$ cat src/rtl/wb_bfm_pkg.sv
// Shared Wishbone B4 BFM types: cycle/burst type encodings, slave FSM states
// and width helpers used by the slave memory model and the burst address generator.
package wb_bfm_pkg;

  localparam int unsigned CTI_WIDTH  = 3;
  localparam int unsigned BTE_WIDTH  = 2;
  localparam int unsigned WAIT_WIDTH = 4;

  typedef enum logic [CTI_WIDTH-1:0] {
    CLASSIC = 3'b000,
    CONST   = 3'b001,
    INCR    = 3'b010,
    EOB     = 3'b111
  } cti_e;

  typedef enum logic [BTE_WIDTH-1:0] {
    LINEAR = 2'b00,
    WRAP4  = 2'b01,
    WRAP8  = 2'b10,
    WRAP16 = 2'b11
  } bte_e;

  typedef enum logic [1:0] {
    IDLE  = 2'd0,
    WAIT  = 2'd1,
    RESP  = 2'd2,
    BURST = 2'd3
  } slv_state_e;

  function automatic int unsigned wb_sel_width(input int unsigned data_width);
    return data_width / 8;
  endfunction

endpackage

$ cat src/rtl/wb_burst_addr_gen.sv
// Next-beat byte address for Wishbone bursts: linear increment, or wrap inside
// an aligned 4/8/16-beat block.
module wb_burst_addr_gen
  import wb_bfm_pkg::*;
#(
  parameter int unsigned ADDR_WIDTH = 32,
  parameter int unsigned SEL_WIDTH  = 4
) (
  input  logic [ADDR_WIDTH-1:0] cur_adr,
  input  logic [BTE_WIDTH-1:0]  bte,
  output logic [ADDR_WIDTH-1:0] nxt_adr
);

  logic [ADDR_WIDTH-1:0] inc_c;
  logic [ADDR_WIDTH-1:0] mask_c;

  // Bits under mask_c advance, bits above it stay put (all-ones mask = linear).
  always_comb begin
    inc_c = cur_adr + ADDR_WIDTH'(SEL_WIDTH);
    case (bte_e'(bte))
      WRAP4:   mask_c = ADDR_WIDTH'(4 * SEL_WIDTH - 1);
      WRAP8:   mask_c = ADDR_WIDTH'(8 * SEL_WIDTH - 1);
      WRAP16:  mask_c = ADDR_WIDTH'(16 * SEL_WIDTH - 1);
      default: mask_c = '1;
    endcase
    nxt_adr = (cur_adr & ~mask_c) | (inc_c & mask_c);
  end

endmodule

$ cat config.mk
export PLATFORM = sky130hd
export DESIGN_NAME = wb_burst_addr_gen
export DESIGN_NICKNAME = d
export VERILOG_FILES = /design/src/rtl/wb_bfm_pkg.sv /design/src/rtl/wb_burst_addr_gen.sv
export SDC_FILE = /design/constraint.sdc
export NUM_CORES = 1
export LEC_CHECK = 0
export BUFFER_PORTS_ARGS = -buffer_cell sky130_fd_sc_hd__buf_2
export CAP_MARGIN = 25
export CORE_MARGIN = 2
export CORE_UTILIZATION = 30
export DETAILED_ROUTE_END_ITERATION = 6
export PLACE_DENSITY = 0.67
export SLEW_MARGIN = 20
export SYNTH_ARGS = -nofsm -noshare
export SYNTH_HDL_FRONTEND = slang
export SYNTH_SLANG_ARGS = --single-unit
export TNS_END_PERCENT = 100
$ cat constraint.sdc
create_clock -name vclk -period 1.44
set_input_delay 0.144 -clock vclk [all_inputs]
set_output_delay 0.144 -clock vclk [all_outputs]
set_load 0.05 [all_outputs]
==> results of run 1 <==
==> Yosys cell counts (3+ instances only) <==
master | instances | area share, %
xnor2_1 | 23 | 32
nand4_1 | 12 | 12
nand3_1 | 9 | 7.1
nand2_1 | 8 | 4.7
inv_1 | 6 | 3.6
and3_1 | 5 | 4.9
xor2_1 | 5 | 6.9
and4_1 | 3 | 4.2
buf_2 | 3 | 2.4
buf_4 | 3 | 3.6
ha_1 | 3 | 5.9
nor2_1 | 3 | 1.8
==> logic make-up after synthesis <==
kind of cell,after synthesis
adders and majority gates,3
buffers and inverters,12
and+or+nand+nor,49
xor gates and xnor gates,28
==> stage by stage <==
stage / cells / hold slack [ns] / util, % / setup TNS [ns] / setup slack (ns)
after global placement: 209 / 0.289 / 85.5 / -6.84 / -0.386
after floorplan: 92 / 0.405 / - / -1.69 / -0.181
after detailed placement: 209 / 0.289 / 85.5 / -7.95 / -0.453
==> flow_summary_export.csv, run 1 <==
group,metric,value,unit
floorplanning,start_util,31.9,%
floorplanning,row_count,16,
synth,yosysSeqAreaShare,0,%
synth,synthesis.nets,129,
placed_design,dp_hpwl,2430,um
placed_design,io_buffers,62,
placed_design,routabilityCongestion,0.773,
synth,synth_top_family_by_area,"simple AND/OR/NAND/NOR gates",
floorplanning,io_pins,66,
synth,avgSynthCellArea,6.88,um2
floorplanning,fp.dieW,49.9,um
outcome,toolErrorMsg,"[ERROR DPL-0038] Utilization greater than 100%, impossible to legalize",
synth,yosys_warnings,0,
synth,yosysUniqueCellTypes,19,
synth,synthAdderAreaFrac,5.93,%
clock_tree,cts-resized-gates,69,
floorplanning,die_h,49.9,um
outcome,status,"aborted with a tool error",
synth,synth_xor_xnor_area_share,38.7,%
synth,postSynthCellCount,92,
outcome,haltStage,"4_1_cts",
synth,synth_area,633,um2
synth,synthSimpleGateAreaFrac,45.8,%
synth,synthMuxAreaShare,0,%
placed_design,placed_area,1690,um2
synth,synth-compound-area-share,0,%
clock_tree,cts_hold_buf,0,
clock_tree,postCtsSetupRepairBufs,7,
==> run 2: changes to the inputs <==
--- a/config.mk
+++ b/config.mk
@@ -7,10 +7,10 @@
 export LEC_CHECK = 0
 export BUFFER_PORTS_ARGS = -buffer_cell sky130_fd_sc_hd__buf_2
 export CAP_MARGIN = 25
-export CORE_MARGIN = 2
-export CORE_UTILIZATION = 30
+export CORE_AREA = 2 2 63 65
 export DETAILED_ROUTE_END_ITERATION = 6
-export PLACE_DENSITY = 0.67
+export DIE_AREA = 0 0 65 67
+export PLACE_DENSITY_LB_ADDON = 0.15
 export SLEW_MARGIN = 20
 export SYNTH_ARGS = -nofsm -noshare
 export SYNTH_HDL_FRONTEND = slang
==> run 2 against run 1 <==
Effect of this change:
- the flow now finishes, with violations (negative setup slack)
- synthesized cell count unchanged
- area after synthesis stayed put
==> flow_summary_export.csv, run 2 <==
group,metric,value,unit
worst_setup_path,worst-path-max-fanout,6,
timing,hold_viol_final,0,
synth,netlist_top_cells_area,"xnor2_1 32%, nand4_1 12%, nand3_1 7.1%, xor2_1 6.9%, ha_1 5.9%",
global_route,track_usage,13.6,%
worst_setup_path,start_kind,"input port",
worst_setup_path,crit_required,1.30,ns
finish,final_cells,240,
timing,setup_slack,-0.281,ns
placed_design,placedCellCount,235,
routing,wl_per_cell,11.5,um
power,p_comb_share,100.0,%
finish,final_cell_mix,"42 x buf_4, 32 x buf_2, 30 x buf_6",
finish,fillers,315,
floorplanning,fp.dieW,65,um
power,p_leak,0.942,nW
synth,yosysTopAreaCellShare,31.8,%
finish,seq_cells,0,
timing,final-setup-viol-count,22,
synth,yosys_warnings,0,
routing,postRouteAntennaNets,0,
finish,seq_area,0,um2
synth,synth_area,633,um2
synth,yosysMostFrequentCell,"xnor2_1",
synth,yosysUniqueCellTypes,19,
timing,final_max_slew_viol_count,0,
global_route,grt-ovfl-total,0,
timing,fmax,581,MHz
finish,antennaDiodeCount,0,
placed_design,io_buffers,62,
power,switchingPower,0.332,mW
floorplanning,row_count,22,
finish,drive_gt1_share,80.7,%
timing,slew_headroom,83.1,%
floorplanning,io_pins,66,
finish,nets,231,
routing,via_per_inst,4.38,
timing,fin_crit_sh,120,%
worst_setup_path,crit_type,"in -> out",
routing,vias,1051,
power,powerDensity,287,nW/um2
power,pwr-share-seq,0,%
floorplanning,dieArea,4360,um2
finish,nClkBuffers,0,
finish,final_util,58.0,%
global_route,grt_max_degree,11,
worst_setup_path,crit_path_end_kind,"primary output",
routing,drcViolationCount,0,
synth,yosysSeqAreaShare,0,%
global_route,grt_pass1_wl,4800,um
placed_design,routabilityCongestion,0.784,
clock_tree,cts_hold_buf,0,
power,vdd_ir_drop_max,175,uV
floorplanning,die_h,67,um
outcome,status,"complete, but fails checks",
placed_design,dp_hpwl,2280,um
power,p_total,0.601,mW
routing,drt_iter0_drc,36,
global_route,grt_pass1_vias,1070,
worst_hold_path,hp-class,"in -> out",
synth,postSynthCellCount,92,
power,intPower,0.269,mW
timing,tightestPinTransition,0.256,ns
job,cap_violations,0,
finish,syn_to_final_growth,230,%
synth,synthesis.nets,129,
floorplanning,start_util,17.6,%
power,clkPwrFrac,0,%
outcome,violations,"negative setup slack",
synth,synth_top_area_cell,"xnor2_1",
timing,timing.hold.ws,0.288,ns
timing,fin_crit,1.72,ns
worst_setup_path,worst_ep_arrival_time,1.58,ns
global_route,antenna_found_initial,0,
floorplanning,core_area,3610,um2
finish,final_common_cell,"buf_4",
synth,synth_commonest_cells,"23 x xnor2_1, 12 x nand4_1, 9 x nand3_1, 8 x nand2_1, 6 x inv_1",
timing,rsz0062_at_grt,"yes",
routing,dr.pass1.iters,4,
routing,routed_wl,2770,um
power,swShare,55.2,%
synth,avgSynthCellArea,6.88,um2
## run 2: cell counts after synthesis
Identical to the previous run, type by type.
## run 2: cell families (layout without fill, tap and decap cells)
family        Yosys count  count (layout)  synth area share, %
buf+inv                12             112                 9.48
fa+ha+maj               3               3                 5.93
simple gates           49              49                 45.9
xor+xnor               28              28                 38.7
## run 2: cell type report
| cell class | instances | area [um2] | share of cell area (%) |
|---|---|---|---|
| Timing Repair Buffer | 106 | 843 | 40.3 |
| Multi-Input combinational cell | 80 | 1150 | 55.0 |
| Tap cell | 48 | 60.1 | 2.87 |
| Inverter | 6 | 37.5 | 1.79 |
## run 2: per-layer routing
layer,up-vias,share of wire [%],global-route usage [%]
li1,521,-,-
met5,-,0,0
met4,0,0,0
met2,41,56,26.9
met1,489,38,17.2
met3,0,6.1,0.676
## run 2: power by group through the flow
stage / clock, mW / combinational (mW) / sequential (mW)
3_3_place_gp: 0 / 0.516 / 0
6_report: 0 / 0.601 / 0
5_1_grt: 0 / 0.631 / 0
2_1_floorplan: 0 / 0.324 / 0
3_5_place_dp: 0 / 0.525 / 0
4_1_cts: 0 / 0.594 / 0
## run 2: final timing paths
path | end | cells after the start | start
setup / recovery | nxt_adr[18] | 9 | bte[0]
hold / removal | nxt_adr[0] | 0 | cur_adr[0]
## run 2: critical path, cell delays in order
cell,delay (ns)
buf_8,0.10
inv_4,0.05
ha_4,0.12
and4_4,0.20
nor3b_4,0.21
buf_6,0.15
nand4_1,0.20
xnor2_4,0.22
buf_6,0.17
## run 2: stage by stage
step | cell area (um2) | TNS, ns | setup WS, ns
finish | 2090 | -3.88 | -0.281
global route | 2090 | -6.26 | -0.383
CTS | 2050 | -4.48 | -0.279
detailed placement | 1760 | -8.44 | -0.441
global placement | 1760 | -7.53 | -0.404
floorplan | 1140 | -1.69 | -0.181
## run 2: timing repair
item,4_1_cts,5_1_grt
resized for setup,74,12
setup buffers,5,1
pin swaps,23,14
cloned,1,0
endpoints found under the setup margin,26,26
(Power assumes the default switching activity.)
==> run 3: changes to the inputs <==
--- a/config.mk
+++ b/config.mk
@@ -5,11 +5,11 @@
 export SDC_FILE = /design/constraint.sdc
 export NUM_CORES = 1
 export LEC_CHECK = 0
-export BUFFER_PORTS_ARGS = -buffer_cell sky130_fd_sc_hd__buf_2
 export CAP_MARGIN = 25
 export CORE_AREA = 2 2 63 65
 export DETAILED_ROUTE_END_ITERATION = 6
 export DIE_AREA = 0 0 65 67
+export DONT_BUFFER_PORTS = 1
 export PLACE_DENSITY_LB_ADDON = 0.15
 export SLEW_MARGIN = 20
 export SYNTH_ARGS = -nofsm -noshare
==> run 3 against run 2 <==
Effect of this change:
- the flow still finishes with violations (negative setup slack)
- utilization decreased by 4.4 points
- maximum frequency increased by 8.5%
- first-iteration DRC count decreased by 72%
- design area decreased by 7.5%
- die area unchanged
- power decreased by 15%
- critical path type unchanged
- critical endpoint is now nxt_adr[12]
- largest cell class unchanged
==> flow_summary_export.csv, run 3 (synthesis results as in run 2) <==
group,metric,value,unit
outcome,status,"complete, but fails checks",
outcome,violations,"negative setup slack",
floorplanning,row_count,22,
global_route,antenna_found_initial,0,
worst_setup_path,crit_path_end_kind,"primary output",
finish,nClkBuffers,0,
power,p_comb_share,100.0,%
floorplanning,dieArea,4360,um2
timing,setup_slack,-0.147,ns
timing,timing.hold.ws,0.288,ns
global_route,grt_pass1_wl,4090,um
timing,fmax,630,MHz
finish,seq_cells,0,
finish,antennaDiodeCount,0,
timing,final_max_slew_viol_count,0,
power,swShare,48.7,%
global_route,grt_pass1_vias,865,
power,powerDensity,264,nW/um2
routing,vias,842,
global_route,grt-ovfl-total,0,
routing,drcViolationCount,0,
worst_setup_path,critPathTopFamily,"simple AND/OR/NAND/NOR gates",
placed_design,io_buffers,0,
global_route,track_usage,11.6,%
worst_setup_path,cpPeakStageDelay,0.21,ns
power,p_leak,0.789,nW
finish,final_common_cell,"buf_12",
finish,final_cell_mix,"24 x buf_12, 21 x xnor2_4, 16 x buf_4",
worst_setup_path,startpoint,"bte[0]",
finish,final_cells,180,
power,vdd_ir_drop_max,128,uV
placed_design,dp_hpwl,2090,um
finish,fillers,310,
routing,routed_wl,2510,um
global_route,grt_max_degree,12,
power,clkPwrFrac,0,%
routing,postRouteAntennaNets,0,
floorplanning,core_area,3610,um2
worst_setup_path,worst_path_max_delay_cell,"nor3b_4",
finish,drive_gt1_share,68.9,%
placed_design,placedCellCount,173,
timing,hold_viol_final,0,
job,cap_violations,0,
worst_setup_path,worst-path-max-fanout,5,
floorplanning,die_h,67,um
timing,rsz0062_at_grt,"yes",
finish,seq_area,0,um2
worst_setup_path,crit_required,1.30,ns
power,intPower,0.263,mW
finish,nets,171,
placed_design,dp_slack,-0.190,ns
worst_hold_path,hp-class,"in -> out",
timing,final-setup-viol-count,20,
timing,tightestPinTransition,0.418,ns
power,pwr-share-seq,0,%
timing,slew_headroom,72.1,%
placed_design,routabilityCongestion,0.744,
routing,via_per_inst,4.68,
placed_design,placed_area,1750,um2
worst_setup_path,crit_type,"in -> out",
finish,finish.instance_area,1930,um2
timing,fin_crit,1.59,ns
power,switchingPower,0.249,mW
floorplanning,start_util,17.6,%
worst_setup_path,worst-path-buf-inv,3,
timing,fin_crit_sh,110,%
finish,syn_to_final_growth,206,%
worst_setup_path,cp_cell_sequence,"clkinv_8, ha_4, and4_1, nor3b_4, buf_2, nand3_1, xnor2_4, buf_12",
worst_setup_path,start_kind,"input port",
routing,dr.pass1.iters,4,
floorplanning,fp.dieW,65,um
worst_setup_path,worst_ep_arrival_time,1.44,ns
routing,wl_per_cell,14.0,um
floorplanning,io_pins,66,
routing,drt_iter0_drc,10,
worst_hold_path,hold_start,"cur_adr[0]",
run 3: power by group through the flow:
| stage | clock, mW | combinational [mW] | sequential, mW |
|---|---|---|---|
| after CTS | 0 | 0.513 | 0 |
| final | 0 | 0.511 | 0 |
| after detailed placement | 0 | 0.504 | 0 |
| after global routing | 0 | 0.528 | 0 |
| after global placement | 0 | 0.499 | 0 |
| after floorplan | 0 | 0.324 | 0 |
run 3: final cells by class:
class	count	area, um2	area share, %
inverter	6	61.3	3.17
multi-input combinational	80	1150	59.3
tap	48	60.1	3.10
timing repair buffer	46	666	34.4
run 3: timing repair:
item                                   in CTS  in global routing
hold buffers                                0                  0
gates cloned                                1                  1
endpoints found under the hold margin       0                  0
resized for setup                          13                 16
setup endpoints to repair                  21                 25
setup buffers                               5                  4
pin swaps                                  16                 16
run 3: metrics by stage:
stage	power [mW]	util, %	setup TNS [ns]
2_1_floorplan	0.324	-	-1.69
3_3_place_gp	0.499	48.5	-2.23
3_5_place_dp	0.504	48.5	-2.46
4_1_cts	0.513	51.3	-1.76
5_1_grt	0.528	53.6	-3.52
6_report	0.511	53.6	-1.81
run 3: per-layer routing:
| layer | part of all wire (%) | vias up | GRT usage, % |
|---|---|---|---|
| li1 | - | 400 | - |
| met1 | 36 | 401 | 13.1 |
| met2 | 54 | 41 | 22.2 |
| met3 | 10 | 0 | 4.05 |
| met4 | 0 | 0 | 0 |
| met5 | 0 | - | 0 |
run 3: worst paths after layout:
| check | end | slack (ns) | cells after the start |
|---|---|---|---|
| setup / recovery | nxt_adr[12] | -0.15 | 8 |
| hold / removal | nxt_adr[0] | 0.29 | 0 |
==> run 4: changes to the inputs <==
--- a/config.mk
+++ b/config.mk
@@ -5,11 +5,12 @@
 export SDC_FILE = /design/constraint.sdc
 export NUM_CORES = 1
 export LEC_CHECK = 0
+export ABC_AREA = 1
+export BUFFER_PORTS_ARGS = -buffer_cell sky130_fd_sc_hd__buf_2
 export CAP_MARGIN = 25
-export CORE_AREA = 2 2 63 65
+export CORE_MARGIN = 2
+export CORE_UTILIZATION = 20
 export DETAILED_ROUTE_END_ITERATION = 6
-export DIE_AREA = 0 0 65 67
-export DONT_BUFFER_PORTS = 1
 export PLACE_DENSITY_LB_ADDON = 0.15
 export SLEW_MARGIN = 20
 export SYNTH_ARGS = -nofsm -noshare
==> run 4 against run 3 <==
Effect of this change:
- power grew 16%
- the run now ends clean
- via count is 75% higher
- global-route usage grew 1.6 points
- area after synthesis is 57% higher
- largest power group unchanged
- highest routed layer unchanged
- sequential cell count unchanged
==> flow_summary_export.csv, run 4 <==
group,metric,value,unit
placed_design,dp_slack,-0.185,ns
power,vdd_ir_drop_max,132,uV
synth,avgSynthCellArea,5.12,um2
synth,yosys_warnings,0,
global_route,antenna_found_initial,0,
floorplanning,row_count,25,
placed_design,dp_hpwl,3210,um
routing,vias,1473,
worst_hold_path,hp-class,"in -> out",
worst_setup_path,critPathTopFamily,"simple AND/OR/NAND/NOR gates",
synth,yosysTopAreaCellShare,20.4,%
synth,synthesis.nets,231,
finish,antennaDiodeCount,0,
routing,routed_wl,3700,um
power,p_leak,1.08,nW
power,clkPwrFrac,0,%
finish,nClkBuffers,0,
timing,fmax,713,MHz
worst_setup_path,startpoint,"bte[0]",
worst_hold_path,hold_start,"cur_adr[1]",
power,powerDensity,279,nW/um2
floorplanning,die_h,74.5,um
routing,drcViolationCount,0,
finish,fillers,526,
finish,syn_to_final_growth,114,%
power,intPower,0.225,mW
finish,final_util,44.8,%
worst_setup_path,crit_type,"in -> out",
worst_setup_path,start_kind,"input port",
global_route,grt_pass1_wl,5970,um
routing,postRouteAntennaNets,0,
routing,drt_iter0_drc,67,
placed_design,routabilityCongestion,0.799,
timing,setup_slack,0.0371,ns
global_route,grt.busiest_layer,"met2",
worst_setup_path,worst_ep_arrival_time,1.26,ns
synth,synth_area,993,um2
power,swShare,62.1,%
power,pwr-share-seq,0,%
synth,yosysMostFrequentCell,"nand2_1",
finish,nets,329,
finish,seq_area,0,um2
worst_setup_path,cpPeakStageDelay,0.18,ns
synth,synth_commonest_cells,"54 x nand2_1, 33 x inv_1, 29 x nor2_1, 24 x nand3_1",
floorplanning,core_area,4750,um2
finish,finish.instance_area,2130,um2
timing,final_max_slew_viol_count,0,
finish,drive_gt1_share,56.6,%
clock_tree,cts_hold_buf,0,
timing,hold_viol_final,0,
worst_setup_path,worst-path-max-fanout,8,
floorplanning,start_util,20.9,%
floorplanning,dieArea,5550,um2
global_route,track_usage,13.2,%
routing,wl_per_cell,10.4,um
worst_setup_path,worst_path_max_delay_cell,"nor2_8",
global_route,grtUsageMet2,23.6,%
finish,final_common_cell,"nand2_1",
finish,seq_cells,0,
timing,final-setup-viol-count,0,
placed_design,placed_area,1750,um2
timing,slew_headroom,82.6,%
timing,fin_crit_sh,97.4,%
job,cap_violations,0,
global_route,grt-ovfl-total,0,
worst_setup_path,cp_cell_sequence,"buf_6, inv_4, ha_4, buf_6, nand3_4, nor2_8, nand2_4, nand2_2, inv_2, nor2_4, buf_8",
timing,tightestPinTransition,0.261,ns
worst_setup_path,crit_required,1.30,ns
floorplanning,io_pins,66,
routing,via_per_inst,4.13,
global_route,grt_use_met1,19.1,%
global_route,grt_max_degree,9,
timing,fin_crit,1.40,ns
power,switchingPower,0.369,mW
routing,dr.pass1.iters,4,
worst_setup_path,crit_top_cell,"buf_6",
synth,yosysSeqAreaShare,0,%
worst_setup_path,crit_path_end_kind,"primary output",
finish,final_cell_mix,"44 x nand2_1, 38 x buf_4, 33 x buf_2",
synth,postSynthCellCount,194,
global_route,globalRouteMet3Util,0,%
global_route,grt_pass1_vias,1392,
outcome,status,"completed",
worst_setup_path,worst-path-buf-inv,5,
placed_design,io_buffers,62,
synth,yosysUniqueCellTypes,22,
timing,rsz0062_at_grt,"yes",
power,p_comb_share,100.0,%
synth,synth_top_area_cell,"nand2_1",
synth,netlist_top_cells_area,"nand2_1 20%, inv_1 12%, nand3_1 12%, nor2_1 11%, xor2_1 7.1%",
floorplanning,fp.dieW,74.5,um
## run 4: cell families (layout without fill, tap and decap cells)
logic type | count (synthesis) | after routing | synth area share [%]
adders and majority gates | 3 | 3 | 3.78
xor gates and xnor gates | 15 | 15 | 13.2
buffers and inverters | 39 | 135 | 15.6
AOI/OAI and AO/OA | 1 | 1 | 0.756
and+or+nand+nor | 136 | 136 | 66.6
## run 4: final cells by class
| class | count | area [um2] | area share (%) |
|---|---|---|---|
| multi-input cells | 155 | 1150 | 53.9 |
| repair buffers | 99 | 754 | 35.4 |
| inverters | 36 | 143 | 6.70 |
| well taps | 67 | 83.8 | 3.94 |
## run 4: path summary, 6_finish.rpt
path | endpoint | depth (start not counted)
max | nxt_adr[17] | 11
min | nxt_adr[1] | 0
## run 4: power groups by stage
stage	sequential (mW)	clock (mW)	combinational, mW
floorplan	0	0	0.319
global placement	0	0	0.499
detailed placement	0	0	0.498
CTS	0	0	0.551
global route	0	0	0.634
finish	0	0	0.594
## run 4: per-layer routing
| layer | vias up | wire length, um |
|---|---|---|
| met5 | - | 0 |
| li1 | 788 | - |
| met4 | 0 | 0 |
| met1 | 661 | 1740 |
| met3 | 0 | 98 |
| met2 | 24 | 1860 |
## run 4: timing repair
item | in CTS | in global routing
endpoints found under the setup margin | 23 | 24
resized for setup | 43 | 62
buffers inserted | 3 | 1
pin swaps | 18 | 22
gates cloned | 0 | 0
## run 4: stage by stage
stage / power (mW) / hold slack [ns] / setup TNS [ns] / std cells
after CTS: 0.551 / 0.288 / -0.0291 / 356
after detailed placement: 0.498 / 0.288 / -2.16 / 353
after global placement: 0.499 / 0.288 / -2.01 / 353
after global routing: 0.634 / 0.288 / -0.250 / 357
final: 0.594 / 0.288 / 0 / 357
after floorplan: 0.319 / 0.393 / -0.135 / 194
